**src/rtl/mem_port_arbiter_if.sv**
```systemverilog
// ----------------------------------------------------------------------------
// mem_port_arbiter_if
//
// Purpose:
//   Bundles the requester handshakes and the memory macro bus that
//   mem_port_arbiter sits between. Signal prefixes are from the arbiter's
//   point of view (i_ = into the arbiter, o_ = out of the arbiter).
//
// Signal summary:
//   IF requester : i_if_req, i_if_addr, o_if_gnt, o_if_done
//   DM requester : i_dm_req, i_dm_we, i_dm_addr, i_dm_wdata, o_dm_gnt, o_dm_done
//   Shared read  : o_rdata (registered read data for every requester)
//   Memory macro : o_mem_cs, o_mem_we, o_mem_addr, o_mem_wdata, i_mem_rdata
//   Status       : o_arb_busy
//   Debug port   : i_dbg_req, i_dbg_we, i_dbg_addr, i_dbg_wdata, o_dbg_gnt,
//                  o_dbg_done (present only when MEM_ARB_DBG_PORT_EN is defined)
//
// Modports:
//   slave  - used by the arbiter itself
//   master - used by whatever drives the requesters and models the memory
// ----------------------------------------------------------------------------
interface mem_port_arbiter_if #(
    parameter int DATA_W = 19,
    parameter int ADDR_W = 19
);
    logic              i_if_req;
    logic [ADDR_W-1:0] i_if_addr;
    logic              o_if_gnt;
    logic              o_if_done;

    logic              i_dm_req;
    logic              i_dm_we;
    logic [ADDR_W-1:0] i_dm_addr;
    logic [DATA_W-1:0] i_dm_wdata;
    logic              o_dm_gnt;
    logic              o_dm_done;

    logic [DATA_W-1:0] o_rdata;

    logic              o_mem_cs;
    logic              o_mem_we;
    logic [ADDR_W-1:0] o_mem_addr;
    logic [DATA_W-1:0] o_mem_wdata;
    logic [DATA_W-1:0] i_mem_rdata;

    logic              o_arb_busy;

`ifdef MEM_ARB_DBG_PORT_EN
    logic              i_dbg_req;
    logic              i_dbg_we;
    logic [ADDR_W-1:0] i_dbg_addr;
    logic [DATA_W-1:0] i_dbg_wdata;
    logic              o_dbg_gnt;
    logic              o_dbg_done;
`endif

    modport slave (
        input  i_if_req, i_if_addr,
        output o_if_gnt, o_if_done,
        input  i_dm_req, i_dm_we, i_dm_addr, i_dm_wdata,
        output o_dm_gnt, o_dm_done,
        output o_rdata,
        output o_mem_cs, o_mem_we, o_mem_addr, o_mem_wdata,
        input  i_mem_rdata,
        output o_arb_busy
`ifdef MEM_ARB_DBG_PORT_EN
        ,
        input  i_dbg_req, i_dbg_we, i_dbg_addr, i_dbg_wdata,
        output o_dbg_gnt, o_dbg_done
`endif
    );

    modport master (
        output i_if_req, i_if_addr,
        input  o_if_gnt, o_if_done,
        output i_dm_req, i_dm_we, i_dm_addr, i_dm_wdata,
        input  o_dm_gnt, o_dm_done,
        input  o_rdata,
        input  o_mem_cs, o_mem_we, o_mem_addr, o_mem_wdata,
        output i_mem_rdata,
        input  o_arb_busy
`ifdef MEM_ARB_DBG_PORT_EN
        ,
        output i_dbg_req, i_dbg_we, i_dbg_addr, i_dbg_wdata,
        input  o_dbg_gnt, o_dbg_done
`endif
    );
endinterface

```
**src/rtl/mem_port_arbiter.sv**
```systemverilog
// ----------------------------------------------------------------------------
// mem_port_arbiter
//
// Purpose:
//   Shares one single-port memory between instruction fetch (IF) and data
//   memory (DM) requesters. DM normally wins, but after STARVE_MAX
//   consecutive DM grants taken while IF was waiting, IF is forced through.
//   One access is in flight at a time: IDLE -> BUSY (MEM_LAT cycles) -> RESP,
//   and RESP arbitrates again so back-to-back accesses take MEM_LAT+1 cycles.
//
// Ports:
//   i_clk    - clock
//   i_rst_n  - asynchronous active-low reset
//   io_bus   - mem_port_arbiter_if.slave (requesters, shared RDATA, memory bus,
//              busy flag)
//
// Optional feature:
//   MEM_ARB_DBG_PORT_EN - adds a debug requester with top priority. Its grants
//   leave the IF starvation counter untouched. Undefined: two requesters only.
// ----------------------------------------------------------------------------
module mem_port_arbiter #(
    parameter int DATA_W     = 19,
    parameter int ADDR_W     = 19,
    parameter int MEM_LAT    = 1,
    parameter int STARVE_MAX = 4
) (
    input  logic                  i_clk,
    input  logic                  i_rst_n,
    mem_port_arbiter_if.slave     io_bus
);

    localparam int CNT_W = (MEM_LAT > 1) ? $clog2(MEM_LAT) : 1;
    localparam int STV_W = (STARVE_MAX > 0) ? $clog2(STARVE_MAX + 1) : 1;
    localparam logic [CNT_W-1:0] CNT_LAST = CNT_W'(MEM_LAT - 1);
    localparam logic [STV_W-1:0] STV_MAX  = STV_W'(STARVE_MAX);

    typedef enum logic [1:0] {ST_IDLE, ST_BUSY, ST_RESP} state_t;
    typedef enum logic [1:0] {OWN_IF, OWN_DM, OWN_DBG} owner_t;

    state_t            r_state;
    state_t            w_state_nxt;
    owner_t            r_owner;
    owner_t            w_win;
    logic              w_grant;
    logic              w_win_we;
    logic [ADDR_W-1:0] w_win_addr;
    logic [DATA_W-1:0] w_win_wdata;
    logic              r_we;
    logic [ADDR_W-1:0] r_addr;
    logic [DATA_W-1:0] r_wdata;
    logic [CNT_W-1:0]  r_cnt;
    logic [STV_W-1:0]  r_starve;
    logic [STV_W-1:0]  w_starve_nxt;
    logic [DATA_W-1:0] r_rdata;
    logic              w_busy;
    logic              w_resp;
    logic              w_first;

    assign w_busy  = (r_state == ST_BUSY);
    assign w_resp  = (r_state == ST_RESP);
    // The cycle counter is loaded with MEM_LAT-1 at the grant, so the first
    // BUSY cycle is the only one where it still holds that value.
    assign w_first = w_busy && (r_cnt == CNT_LAST);

    // Arbitration and starvation bookkeeping. Requests are only looked at
    // outside BUSY; an arbitration with IF idle clears the counter, except
    // that a debug grant leaves it exactly as it was.
    always_comb begin
        w_grant      = 1'b0;
        w_win        = OWN_IF;
        w_win_we     = 1'b0;
        w_win_addr   = io_bus.i_if_addr;
        w_win_wdata  = '0;
        w_starve_nxt = r_starve;
        if (r_state != ST_BUSY) begin
`ifdef MEM_ARB_DBG_PORT_EN
            if (io_bus.i_dbg_req) begin
                w_grant     = 1'b1;
                w_win       = OWN_DBG;
                w_win_we    = io_bus.i_dbg_we;
                w_win_addr  = io_bus.i_dbg_addr;
                w_win_wdata = io_bus.i_dbg_wdata;
            end else
`endif
            if (io_bus.i_if_req && (r_starve == STV_MAX)) begin
                w_grant      = 1'b1;
                w_win        = OWN_IF;
                w_starve_nxt = '0;
            end else if (io_bus.i_dm_req) begin
                w_grant     = 1'b1;
                w_win       = OWN_DM;
                w_win_we    = io_bus.i_dm_we;
                w_win_addr  = io_bus.i_dm_addr;
                w_win_wdata = io_bus.i_dm_wdata;
                if (!io_bus.i_if_req) begin
                    w_starve_nxt = '0;
                end else if (r_starve != STV_MAX) begin
                    w_starve_nxt = r_starve + 1'b1;
                end
            end else if (io_bus.i_if_req) begin
                w_grant      = 1'b1;
                w_win        = OWN_IF;
                w_starve_nxt = '0;
            end else begin
                w_starve_nxt = '0;
            end
        end
    end

    // Next-state logic: RESP behaves like IDLE for arbitration purposes,
    // BUSY leaves only once the latency counter has run down to zero.
    always_comb begin
        w_state_nxt = r_state;
        case (r_state)
            ST_IDLE, ST_RESP: w_state_nxt = w_grant ? ST_BUSY : ST_IDLE;
            ST_BUSY:          if (r_cnt == '0) w_state_nxt = ST_RESP;
            default:          w_state_nxt = ST_IDLE;
        endcase
    end

    // State, latched access and read-data capture. RDATA is only written on
    // the edge that ends the last BUSY cycle of a read.
    always_ff @(posedge i_clk or negedge i_rst_n) begin
        if (!i_rst_n) begin
            r_state  <= ST_IDLE;
            r_owner  <= OWN_IF;
            r_we     <= 1'b0;
            r_addr   <= '0;
            r_wdata  <= '0;
            r_cnt    <= '0;
            r_starve <= '0;
            r_rdata  <= '0;
        end else begin
            r_state  <= w_state_nxt;
            r_starve <= w_starve_nxt;
            if (w_grant) begin
                r_owner <= w_win;
                r_we    <= w_win_we;
                r_addr  <= w_win_addr;
                r_wdata <= w_win_wdata;
                r_cnt   <= CNT_LAST;
            end else if (w_busy && (r_cnt != '0)) begin
                r_cnt <= r_cnt - 1'b1;
            end
            if (w_busy && (r_cnt == '0) && !r_we) begin
                r_rdata <= io_bus.i_mem_rdata;
            end
        end
    end

    // All outputs decode from registered state so reset clears them at once.
    assign io_bus.o_if_gnt    = w_first && (r_owner == OWN_IF);
    assign io_bus.o_dm_gnt    = w_first && (r_owner == OWN_DM);
    assign io_bus.o_if_done   = w_resp && (r_owner == OWN_IF);
    assign io_bus.o_dm_done   = w_resp && (r_owner == OWN_DM);
    assign io_bus.o_rdata     = r_rdata;
    assign io_bus.o_mem_cs    = w_busy;
    assign io_bus.o_mem_we    = w_busy && r_we;
    assign io_bus.o_mem_addr  = w_busy ? r_addr : '0;
    assign io_bus.o_mem_wdata = w_busy ? r_wdata : '0;
    assign io_bus.o_arb_busy  = w_busy || w_resp;
`ifdef MEM_ARB_DBG_PORT_EN
    assign io_bus.o_dbg_gnt   = w_first && (r_owner == OWN_DBG);
    assign io_bus.o_dbg_done  = w_resp && (r_owner == OWN_DBG);
`endif

endmodule

```
**src/flat_wrapper.sv**
```systemverilog
// flat-port wrapper written by rule: the top's interface ports become plain ports
module mem_port_arbiter_flat 
#(
    parameter int DATA_W     = 19,
    parameter int ADDR_W     = 19,
    parameter int MEM_LAT    = 1,
    parameter int STARVE_MAX = 4
)
  (i_clk, i_rst_n, io_bus_i_if_req, io_bus_i_if_addr, io_bus_o_if_gnt, io_bus_o_if_done, io_bus_i_dm_req, io_bus_i_dm_we, io_bus_i_dm_addr, io_bus_i_dm_wdata, io_bus_o_dm_gnt, io_bus_o_dm_done, io_bus_o_rdata, io_bus_o_mem_cs, io_bus_o_mem_we, io_bus_o_mem_addr, io_bus_o_mem_wdata, io_bus_i_mem_rdata, io_bus_o_arb_busy);
  mem_port_arbiter_if #(.DATA_W(DATA_W), .ADDR_W(ADDR_W)) io_bus_i ();
  input  logic i_clk;
  input  logic i_rst_n;
  input wire logic [$bits(io_bus_i.i_if_req)-1:0] io_bus_i_if_req;
  input wire logic [$bits(io_bus_i.i_if_addr)-1:0] io_bus_i_if_addr;
  output wire logic [$bits(io_bus_i.o_if_gnt)-1:0] io_bus_o_if_gnt;
  output wire logic [$bits(io_bus_i.o_if_done)-1:0] io_bus_o_if_done;
  input wire logic [$bits(io_bus_i.i_dm_req)-1:0] io_bus_i_dm_req;
  input wire logic [$bits(io_bus_i.i_dm_we)-1:0] io_bus_i_dm_we;
  input wire logic [$bits(io_bus_i.i_dm_addr)-1:0] io_bus_i_dm_addr;
  input wire logic [$bits(io_bus_i.i_dm_wdata)-1:0] io_bus_i_dm_wdata;
  output wire logic [$bits(io_bus_i.o_dm_gnt)-1:0] io_bus_o_dm_gnt;
  output wire logic [$bits(io_bus_i.o_dm_done)-1:0] io_bus_o_dm_done;
  output wire logic [$bits(io_bus_i.o_rdata)-1:0] io_bus_o_rdata;
  output wire logic [$bits(io_bus_i.o_mem_cs)-1:0] io_bus_o_mem_cs;
  output wire logic [$bits(io_bus_i.o_mem_we)-1:0] io_bus_o_mem_we;
  output wire logic [$bits(io_bus_i.o_mem_addr)-1:0] io_bus_o_mem_addr;
  output wire logic [$bits(io_bus_i.o_mem_wdata)-1:0] io_bus_o_mem_wdata;
  input wire logic [$bits(io_bus_i.i_mem_rdata)-1:0] io_bus_i_mem_rdata;
  output wire logic [$bits(io_bus_i.o_arb_busy)-1:0] io_bus_o_arb_busy;
  assign io_bus_i.i_if_req = io_bus_i_if_req;
  assign io_bus_i.i_if_addr = io_bus_i_if_addr;
  assign io_bus_o_if_gnt = io_bus_i.o_if_gnt;
  assign io_bus_o_if_done = io_bus_i.o_if_done;
  assign io_bus_i.i_dm_req = io_bus_i_dm_req;
  assign io_bus_i.i_dm_we = io_bus_i_dm_we;
  assign io_bus_i.i_dm_addr = io_bus_i_dm_addr;
  assign io_bus_i.i_dm_wdata = io_bus_i_dm_wdata;
  assign io_bus_o_dm_gnt = io_bus_i.o_dm_gnt;
  assign io_bus_o_dm_done = io_bus_i.o_dm_done;
  assign io_bus_o_rdata = io_bus_i.o_rdata;
  assign io_bus_o_mem_cs = io_bus_i.o_mem_cs;
  assign io_bus_o_mem_we = io_bus_i.o_mem_we;
  assign io_bus_o_mem_addr = io_bus_i.o_mem_addr;
  assign io_bus_o_mem_wdata = io_bus_i.o_mem_wdata;
  assign io_bus_i.i_mem_rdata = io_bus_i_mem_rdata;
  assign io_bus_o_arb_busy = io_bus_i.o_arb_busy;
  mem_port_arbiter #(.DATA_W(DATA_W), .ADDR_W(ADDR_W), .MEM_LAT(MEM_LAT), .STARVE_MAX(STARVE_MAX)) u_core (.i_clk(i_clk), .i_rst_n(i_rst_n), .io_bus(io_bus_i));
endmodule
```
**config.mk**
```make
export PLATFORM = sky130hd
export DESIGN_NAME = mem_port_arbiter_flat
export DESIGN_NICKNAME = d
export VERILOG_FILES = /design/src/rtl/mem_port_arbiter_if.sv /design/src/rtl/mem_port_arbiter.sv /design/src/flat_wrapper.sv
export SDC_FILE = /design/constraint.sdc
export NUM_CORES = 1
export LEC_CHECK = 0
export CELL_PAD_IN_SITES_DETAIL_PLACEMENT = 1
export CELL_PAD_IN_SITES_GLOBAL_PLACEMENT = 1
export CORE_ASPECT_RATIO = 1.4
export CORE_MARGIN = 4
export CORE_UTILIZATION = 31
export CTS_CLUSTER_DIAMETER = 100
export DETAILED_ROUTE_END_ITERATION = 7
export GPL_ROUTABILITY_DRIVEN = 0
export PLACE_DENSITY = 0.89
export SLEW_MARGIN = 40
export SYNTH_ARGS = -nofsm -noshare
export SYNTH_HDL_FRONTEND = slang
export SYNTH_SLANG_ARGS = --single-unit
```
**constraint.sdc**
```tcl
create_clock -name i_clk -period 2.3 [get_ports i_clk]
set_input_delay 0.23 -clock i_clk [delete_from_list [all_inputs] [get_ports i_clk]]
set_output_delay 0.23 -clock i_clk [all_outputs]
set_load 0.01 [all_outputs]
```
==> impl_results.md, run 1 <==
- Cell area after technology mapping: 2980 µm²
- Area of the core: 9410 µm²
- All-Layer GR Usage: 0.164
- Required time reported for the critical path endpoint: 2070 ps
- Average wire length per cell after detail routing: 17.7 µm
- Portion of the post-synthesis area used by sequential elements: 0.545
- Measured slew at the worst slew-check pin: 707 ps
- Master of the slowest instance on the critical path: sky130_fd_sc_hd__clkdlybuf4s50_1
- Leak Pwr: 0.00208 µW
- Effective utilization at floorplan: 0.317
- Number of global-route vias before repair: 2865
- Total length of routed wires: 8980 µm
- Unique masters post-synth: 32
- Initial detailed-routing violation count: 46
- Reg2Reg Setup Slack: 160 ps
- Detailed-routing iteration count for the pre-antenna-repair pass: 4
- Global-route wire length before repair: 14400 µm
- Post-Syn Nets: 333
- Kind of critical path: flop to primary output
- TritonCTS clock tree: yes
- Number of antenna diodes: 0
- DRC violations left: 0
- Clock insertion delay at the later pin of the skew report: 320 ps
- Clock input transition at the sequential cells of the worst setup and hold paths: 50 ps
- Highest attainable clock frequency: 0.454 GHz
- Port bufs: 144
- Largest fanout on the critical path: 21
- Number of clock sinks: 65
- Standard-cell rows: 42
- Floorplan die area: 11300 µm²
- Root buffer selected by CTS: sky130_fd_sc_hd__clkbuf_16
- Clock H-tree levels: 3
- Maximum clock skew at final layout: 5.03 ps
- TritonCTS buffer count: 9
- Critical path startpoint category: flop
- Die span in x: 90.9 µm
- Outcome: finished clean
- Most common cell in the netlist: sky130_fd_sc_hd__dfrtp_1
- Startpoint of the most critical register-to-register path: u_core.r_state[1]$_DFFE_PN0P_
- Count of yosys warnings during synthesis: 0
- Tightest slew margin relative to the limit: 0.529
- Power density normalized to cell area: 1250 nW/µm²
- Vias after detailed routing: 2477
- Post-detailed-placement half-perimeter wirelength: 6780 µm
- Share of layout cells above drive strength 1: 0.149
- Most area-hungry cell type in the Yosys netlist: sky130_fd_sc_hd__dfrtp_1
- Proportion of netlist area held by the largest area contributor: 0.545
- Sort of element at the end of the critical path: primary output
- Total negative slack for setup checks: 0 ps
- FF+latch count, synth: 65
- Data arrival at the endpoint of the critical path: 1970 ps
- Class of the tightest hold or removal check: input port to asynchronous set/reset pin
- Total global routing overflow: 0
- Number of hold-slack violations in the final timing report: 0
- Most common library cells after synthesis: sky130_fd_sc_hd__dfrtp_1, sky130_fd_sc_hd__and2_1, sky130_fd_sc_hd__a22o_1
- Area Overhead vs Synth: 66.5%
- Worst VDD drop: 0.526 mV
- Chip Height: 124 µm
- Cell types with the largest area share after synthesis: sky130_fd_sc_hd__dfrtp_1, sky130_fd_sc_hd__and2_1, sky130_fd_sc_hd__mux2_2
- Routed vias/inst: 4.89
- Average cell area after synthesis: 12.2 µm²
- RSZ-0062 raised after global routing: false
- Fin nets: 481
- Post-Route Hold Slack: 480 ps
- Post-layout minimum cycle time: 2200 ps
- Cell breakdown of the critical path: inv_2, ha_4, bufbuf_16, and2_1, clkdlybuf4s50_1
- Final Slew Violations: 0
- Final ANT Viol Nets: 0
- Number of antenna violations at the first check in global routing: 0
- Leading register cell type out of synthesis: sky130_fd_sc_hd__dfrtp_1
- Max-capacitance violation count: 0
- Final Cycle Share: 0.958
- Cell depth of the worst flop-to-flop path: 5
- Post-synth EDFFs: 0
- Number of I/O pins: 145
- Largest net degree at the start of global routing: 29
- FFs w/ async S/R, synth: 1.00
- Worst r2r dst: u_core.r_addr[1]$_DFFE_PN0P_
- Maximum root-to-sink buffer count: 2
- Synthesized netlist cell count: 245
- Worst path max stage delay: 530 ps
- Setup Viol. Count Final: 0
## kinds of logic (layout without fill, tap and decap cells)
group	count (synthesis)	in the layout	synth area share
adder cells (fa/ha/maj)	7	7	0.0294
AO/OA/AOI/OAI	48	48	0.147
multiplexers	20	20	0.0751
buffers and inverters	23	175	0.0398
AND/OR/NAND/NOR	82	82	0.163
flip-flops	65	65	0.545
## sequential cells by signal, summed over array words and instances, names as in the netlist
| signal | cells |
|---|---|
| u_core.io_bus.o_rdata | 19 |
| u_core.r_addr | 19 |
| u_core.r_wdata | 19 |
| u_core.r_starve | 3 |
| u_core.r_state | 2 |
| u_core.r_cnt | 1 |
| u_core.r_owner | 1 |
| u_core.r_we | 1 |
## worst max path at each step
stage	end	depth (start not counted)	slack, ps	from
5_1_grt	io_bus_o_mem_addr[15]	5	4	u_core.r_state[1]$_DFFE_PN0P_
3_3_place_gp	u_core.r_addr[7]$_DFFE_PN0P_	4	160	io_bus_i_if_req
2_1_floorplan	u_core.io_bus.o_rdata[0]$_DFFE_PN0P_	6	440	u_core.r_state[1]$_DFFE_PN0P_
4_1_cts	io_bus_o_if_gnt	6	40	u_core.r_state[1]$_DFFE_PN0P_
3_5_place_dp	u_core.r_addr[1]$_DFFE_PN0P_	4	80	io_bus_i_if_req
6_report	io_bus_o_mem_addr[10]	5	100	u_core.r_state[1]$_DFFE_PN0P_
## layout make-up
cell class | count | area, µm²
fill | 979 | 4440
sequential | 65 | 1630
timing repair buffer | 153 | 1580
multi-input combinational | 157 | 1270
clock buffer | 13 | 270
tap | 110 | 138
clock inverter | 2 | 60.1
inverter | 7 | 26.3
## report_power, final
group / total, µW / switching [µW] / internal [µW]
clock network: 1490 / 454 / 1030
logic: 2840 / 1160 / 1690
registers: 1890 / 266 / 1630
total: 6220 / 1880 / 4350
## metrics by stage
| step | utilization | cell area (µm²) | total power [µW] | setup WS (ps) | cells |
|---|---|---|---|---|---|
| floorplan | - | 2980 | 3240 | 437 | 245 |
| global placement | 0.483 | 4540 | 4530 | 157 | 488 |
| detailed placement | 0.486 | 4570 | 4700 | 78.2 | 490 |
| CTS | 0.527 | 4960 | 6350 | 41.6 | 507 |
| finish | 0.528 | 4970 | 6220 | 95.5 | 507 |
| global route | 0.528 | 4970 | 6620 | 3.68 | 507 |
## cells in the final DEF, fill, tap and decap left out, types with 3 or more instances in the layout
cell type                         instances
sky130_fd_sc_hd__clkdlybuf4s50_1        141
sky130_fd_sc_hd__dfrtp_1                 65
sky130_fd_sc_hd__and2_1                  40
sky130_fd_sc_hd__a22o_1                  20
sky130_fd_sc_hd__mux2_2                  19
sky130_fd_sc_hd__nand2b_1                18
sky130_fd_sc_hd__o221a_1                  9
sky130_fd_sc_hd__o221a_2                  9
sky130_fd_sc_hd__clkbuf_16                9
sky130_fd_sc_hd__nand2_1                  8
sky130_fd_sc_hd__ha_1                     6
sky130_fd_sc_hd__inv_1                    5
sky130_fd_sc_hd__o21ai_0                  5
sky130_fd_sc_hd__nor2_1                   4
sky130_fd_sc_hd__clkbuf_8                 3
sky130_fd_sc_hd__buf_4                    3
## per-layer routing
layer / routed length, µm / vias to the layer above / GRT usage
li1: - / 1160 / -
met1: 3600 / 1212 / 0.182
met2: 4730 / 94 / 0.306
met3: 535 / 11 / 0.0465
met4: 116 / 0 / 0.0500
met5: 0 / - / 0
## timing repair
item,in CTS,in global routing
hold buffers,1,0
hold endpoints to repair,26,0
gates resized for setup,3,3
gates cloned,1,0
buffers inserted,0,0
setup endpoints to repair,5,3
## worst max-delay path, delay by kind of cell, from the launching register on
family	cells	cell delay (ps)
adder cells (fa/ha/maj)	1	170
AND/OR/NAND/NOR	1	130
flip-flops	1	410
buffers and inverters	3	940
Power figures use the tool's default switching activity.
==> run 2: changes to the inputs <==
--- a/config.mk
+++ b/config.mk
@@ -5,15 +5,16 @@
 export SDC_FILE = /design/constraint.sdc
 export NUM_CORES = 1
 export LEC_CHECK = 0
+export ABC_CLOCK_PERIOD_IN_PS = 2300
 export CELL_PAD_IN_SITES_DETAIL_PLACEMENT = 1
 export CELL_PAD_IN_SITES_GLOBAL_PLACEMENT = 1
 export CORE_ASPECT_RATIO = 1.4
 export CORE_MARGIN = 4
-export CORE_UTILIZATION = 31
+export CORE_UTILIZATION = 30
 export CTS_CLUSTER_DIAMETER = 100
 export DETAILED_ROUTE_END_ITERATION = 7
 export GPL_ROUTABILITY_DRIVEN = 0
-export PLACE_DENSITY = 0.89
+export PLACE_DENSITY = 0.87
 export SLEW_MARGIN = 40
 export SYNTH_ARGS = -nofsm -noshare
 export SYNTH_HDL_FRONTEND = slang
==> constraint.sdc (replaced) <==
create_clock -name i_clk -period 2.3 [get_ports i_clk]
set_input_delay 0.23 -clock i_clk [delete_from_list [all_inputs] [get_ports i_clk]]
set_output_delay 0.23 -clock i_clk [all_outputs]
set_load 0.02 [all_outputs]
==> run 2 against run 1 <==
Effect of this change: die area is 3.1% higher; first-iteration DRC count fell by 2.2%; sequential share of layout area up 0.57 points.
==> impl_results.md, run 2 (synthesized netlist as in run 1, its figures left out) <==
- Outcome: finished clean
- Number of antenna violations at the first check in global routing: 0 (unchanged)
- Largest fanout on the critical path: 13 (-38%)
- Post-detailed-placement half-perimeter wirelength: 6920 µm (+2.1%)
- Finished Layout Cells: 527 (+3.9%)
- Cell breakdown of the critical path: inv_1, ha_4, and2_1, clkdlybuf4s50_1
- Detailed-routing iteration count for the pre-antenna-repair pass: 4 (unchanged)
- Data arrival at the endpoint of the critical path: 1900 ps (-70 ps)
- Area Overhead vs Synth: 63.6%
- Post-layout minimum cycle time: 2130 ps (-79.4 ps)
- Met3 layer wire length in the routed design: 655 µm (+22%)
- Total global routing overflow: 0 (unchanged)
- Number of global-route vias before repair: 2833 (-1.1%)
- Number of clock sinks: 65 (unchanged)
- Number of hold-slack violations in the final timing report: 0 (unchanged)
- Placed Cells: 510 (+4.1%)
- Clock insertion delay at the later pin of the skew report: 320 ps (about the same)
- Class of the tightest hold or removal check: input port to asynchronous set/reset pin
- RSZ-0062 raised after global routing: false
- Largest net degree at the start of global routing: 34 (+17%)
- Power density normalized to cell area: 1270 nW/µm² (+1.6%)
- Sort of element at the end of the critical path: primary output
- Share of layout cells above drive strength 1: 0.139 (-0.00937)
- Pwr Total: 6220 µW (-0.12%)
- Fin nets: 478 (-0.62%)
- Chip Height: 126 µm (+1.5%)
- Standard-cell rows: 42 (unchanged)
- Number of I/O pins: 145 (unchanged)
- Top library cells by usage in the layout, fill and taps aside: sky130_fd_sc_hd__clkdlybuf4s50_1, sky130_fd_sc_hd__dfrtp_1, sky130_fd_sc_hd__and2_1
- Measured slew at the worst slew-check pin: 699 ps (-7.93 ps)
- All-Layer GR Usage: 0.162 (-0.00226)
- Final WS setup: 175 ps (+79.4 ps)
- Final ANT Viol Nets: 0 (unchanged)
- TritonCTS buffer count: 9 (unchanged)
- Final Cycle Share: 0.924 (-0.0345)
- Worst path max stage delay: 610 ps (+80 ps)
- Routed vias/inst: 4.65 (-4.9%)
- Floorplan die area: 11600 µm² (+3.1%)
- Post-placement worst setup slack: 66.6 ps (-11.6 ps)
- Final Slew Violations: 0 (unchanged)
- Average wire length per cell after detail routing: 17.0 µm (-4.1%)
- Master of the slowest instance on the critical path: sky130_fd_sc_hd__clkdlybuf4s50_1
- Tightest slew margin relative to the limit: 0.534 (+0.00529)
- Worst VDD drop: 0.443 mV (-16%)
- Effective utilization at floorplan: 0.312 (-0.00523)
- Leading cell type in the layout, fill and taps excluded: sky130_fd_sc_hd__clkdlybuf4s50_1
- Max layer used: met4
- Maximum clock skew at final layout: 5.46 ps (+0.427 ps)
- Number of antenna diodes: 0 (unchanged)
- Highest attainable clock frequency: 0.471 GHz (+3.7%)
- Vias after detailed routing: 2449 (-1.1%)
- Total negative slack for setup checks: 0 ps (unchanged)
- Required time reported for the critical path endpoint: 2070 ps (about the same)
- Detailed-routed wire length on met2: 4770 µm (+0.85%)
- Clock H-tree levels: 3 (unchanged)
- Global-route wire length before repair: 14800 µm (+2.6%)
- Max-capacitance violation count: 0 (unchanged)
- Post-Route M1 WL: 3430 µm (-4.7%)
- Total length of routed wires: 8950 µm (-0.33%)
- Setup bufs post-CTS: 0 (unchanged)
- Clock input transition at the sequential cells of the worst setup and hold paths: 50 ps (about the same)
- Root buffer selected by CTS: sky130_fd_sc_hd__clkbuf_16
- Area of the core: 9560 µm² (+1.7%)
- DRC violations left: 0 (unchanged)
- TritonCTS clock tree: yes
- Setup Viol. Count Final: 0 (unchanged)
- Critical path startpoint category: flop
- Maximum root-to-sink buffer count: 2 (unchanged)
- Initial detailed-routing violation count: 45 (-2.2%)
- Cell depth of the worst flop-to-flop path: 5 (unchanged)
- Port bufs: 144 (unchanged)
- Leak Pwr: 0.00215 µW (+3.7%)
- Kind of critical path: flop to primary output
- Reg2Reg Setup Slack: 190 ps (+30 ps)
- Die span in x: 92.3 µm (+1.5%)
[run 2: changes by cell type in the layout (fill, tap and decap cells not counted), moves of 2 or more]
| cell | previous run | this run |
|---|---|---|
| sky130_fd_sc_hd__clkdlybuf4s50_1 | 141 | 111 |
| sky130_fd_sc_hd__dlygate4sd2_1 | 0 | 30 |
| sky130_fd_sc_hd__buf_8 | 2 | 0 |
| sky130_fd_sc_hd__clkbuf_8 | 3 | 1 |
| sky130_fd_sc_hd__clkinv_2 | 0 | 2 |
| sky130_fd_sc_hd__clkinvlp_4 | 0 | 2 |
[run 2: worst paths after layout]
path | start | endpoint
max | u_core.r_state[1]$_DFFE_PN0P_ | io_bus_o_mem_wdata[14]
min in group i_clk | u_core.r_wdata[2]$_DFFE_PN0P_ | u_core.r_wdata[2]$_DFFE_PN0P_
min | i_rst_n | u_core.io_bus.o_rdata[9]$_DFFE_PN0P_
max reg2reg | u_core.r_state[1]$_DFFE_PN0P_ | u_core.r_addr[9]$_DFFE_PN0P_
min reg2reg | u_core.r_wdata[2]$_DFFE_PN0P_ | u_core.r_wdata[2]$_DFFE_PN0P_
max in group asynchronous | i_rst_n | u_core.r_wdata[1]$_DFFE_PN0P_
[run 2: timing repair]
action / in CTS / in global routing
cloned: 0 / 0
endpoints found under the hold margin: 0 / 32
hold buffers: 0 / 1
gates resized for setup: 31 / 2
endpoints found under the setup margin: 32 / 2
[run 2: final cells by class]
cell class,instances,area (µm²)
Multi-Input combinational cell,157,1270
Fill cell,1020,4680
Timing Repair Buffer,150,1500
Clock inverter,5,55.1
Sequential cell,65,1630
Inverter,7,26.3
Tap cell,132,165
Clock buffer,11,243
[run 2: where the power goes]
part | switching, µW | internal (µW)
combinational | 1460 | 1500
sequential | 272 | 1630
clock | 487 | 864
total | 2220 | 3990
[run 2: per-layer routing]
metal	global-route usage	up-vias
met2	0.287	104
li1	-	1151
met4	0.0490	0
met5	0	-
met3	0.0507	13
met1	0.185	1181
[run 2: critical path, delay by kind of cell, from the launching register on]
family	cells	cell delay (ps)
buf+inv	2	780
flops	1	410
fa+ha+maj	1	240
simple gates	1	150
[run 2: per-stage QoR]
| stage | hold WS, ps | area (µm²) | utilization |
|---|---|---|---|
| 6_report | 419 | 4880 | 0.510 |
| 3_5_place_dp | 363 | 4590 | 0.480 |
| 5_1_grt | 464 | 4880 | 0.510 |
| 3_3_place_gp | 356 | 4570 | 0.477 |
| 4_1_cts | 6.04 | 4860 | 0.509 |
| 2_1_floorplan | -65.6 | 2980 | - |
==> variant (config.mk and constraints of run 1) <==
`DATA_W` is set to 19 in 3 places; all go to 15.
--- a/src/rtl/mem_port_arbiter_if.sv
+++ b/src/rtl/mem_port_arbiter_if.sv
@@ -20,7 +20,7 @@
 //   master - used by whatever drives the requesters and models the memory
 // ----------------------------------------------------------------------------
 interface mem_port_arbiter_if #(
-    parameter int DATA_W = 19,
+    parameter int DATA_W = 15,
     parameter int ADDR_W = 19
 );
     logic              i_if_req;
--- a/src/rtl/mem_port_arbiter.sv
+++ b/src/rtl/mem_port_arbiter.sv
@@ -19,7 +19,7 @@
 //   leave the IF starvation counter untouched. Undefined: two requesters only.
 // ----------------------------------------------------------------------------
 module mem_port_arbiter #(
-    parameter int DATA_W     = 19,
+    parameter int DATA_W     = 15,
     parameter int ADDR_W     = 19,
     parameter int MEM_LAT    = 1,
     parameter int STARVE_MAX = 4
--- a/src/flat_wrapper.sv
+++ b/src/flat_wrapper.sv
@@ -1,7 +1,7 @@
 // flat-port wrapper written by rule: the top's interface ports become plain ports
 module mem_port_arbiter_flat 
 #(
-    parameter int DATA_W     = 19,
+    parameter int DATA_W     = 15,
     parameter int ADDR_W     = 19,
     parameter int MEM_LAT    = 1,
     parameter int STARVE_MAX = 4
Interface: changed (resized io_bus_i_dm_wdata, io_bus_i_mem_rdata, io_bus_o_mem_wdata and io_bus_o_rdata); port bits go from 145 to 129. No check against the original RTL was run, so the function may have changed too.
==> variant against run 1 <==
Worst setup slack better by 0.034 ns. Wire length is 2.8% lower. Critical path type unchanged. Global-route usage is 0.23 points higher. Area after synthesis is 4.1% lower. Power is 3.2% lower. Design area is 6.3% lower. Sequential cell count is 8 lower. Highest routed layer unchanged. Via count is 1.3% lower.
==> variant: results (changes against run 1) <==
- Status: finished, final reports clean (unchanged)
- Internal power: 0.004175 W (was 0.004346 W)
- Comb_multi_in: 171 (was 157)
- Met2 Wirelength: 4654 µm (was 4729 µm)
- Met2 Track Usage GR: 0.2929 (was 0.3063)
- Synthesized Nets: 334 (was 333)
- Synth area leaders: dfrtp_1 (50%), and2_1 (8.1%), mux2_2 (5.9%) (was dfrtp_1 (55%), and2_1 (8.4%), mux2_2 (7.2%))
- Met1 Use GR: 0.1864 (was 0.1815)
- # port buffers: 128 (was 144)
- DRT met1 WL: 3297 µm (was 3602 µm)
- Worst setup endpoint: io_bus_o_if_gnt (was io_bus_o_mem_addr[10])
- Fillers: 938 (was 979)
- Clock buffers: 11 (was 13)
- XOR/XNOR share of the synthesized area: 0.003061 (was 0)
- Combinational cell power: 0.00264 W (was 0.00284 W)
- WL final: 8736 µm (was 8984 µm)
- Register Area: 0.001426 mm² (was 0.001627 mm²)
- Invs w/o clock: 5 (was 7)
- Clock buf/inv share: 0.08123 (was 0.06652)
- Non-clock buffer instance count of the final layout: 135 (was 153)
- Total power: 0.006022 W (was 0.006224 W)
- Global-route wire length before repair: 13780 µm (was 14430 µm)
- Mux contribution to synthesized area: 0.05903 (was 0.07508)
- GRT Overall Usage: 0.1665 (was 0.1642)
- HPWL after detailed placement: 6108 µm (was 6777 µm)
- Synth Area in Adders: 0.03061 (was 0.02936)
- Leakage: 1.971 nW (was 2.078 nW)
variant: changes by cell type after synthesis, moves of 3 or more:
cell,run 1,this run
a22o_1,20,16
o211ai_2,0,10
o21ai_0,5,1
buf_4,0,4
nand4b_1,0,19
o221a_1,9,0
mux2_2,19,15
dfrtp_1,65,57
o211ai_1,0,9
nand2_1,8,40
and2_1,40,37
o221a_2,9,0
nand2b_1,19,0
variant: stage by stage:
stage / cell area (µm²) / setup WS, ns / hold slack (ns) / instances
2_1_floorplan: 2861 / 0.6009 / -0.06559 / 254
3_3_place_gp: 4202 / 0.3410 / 0.4215 / 473
3_5_place_dp: 4229 / 0.2950 / 0.4334 / 474
4_1_cts: 4649 / 0.004033 / 0.08454 / 491
5_1_grt: 4652 / 0.02462 / 0.1209 / 491
6_report: 4652 / 0.1293 / 0.04984 / 491
variant: repair_timing:
action                     CTS  global route
setup endpoints to repair    3             7
gates resized for setup      1             2
cloned                       1             0
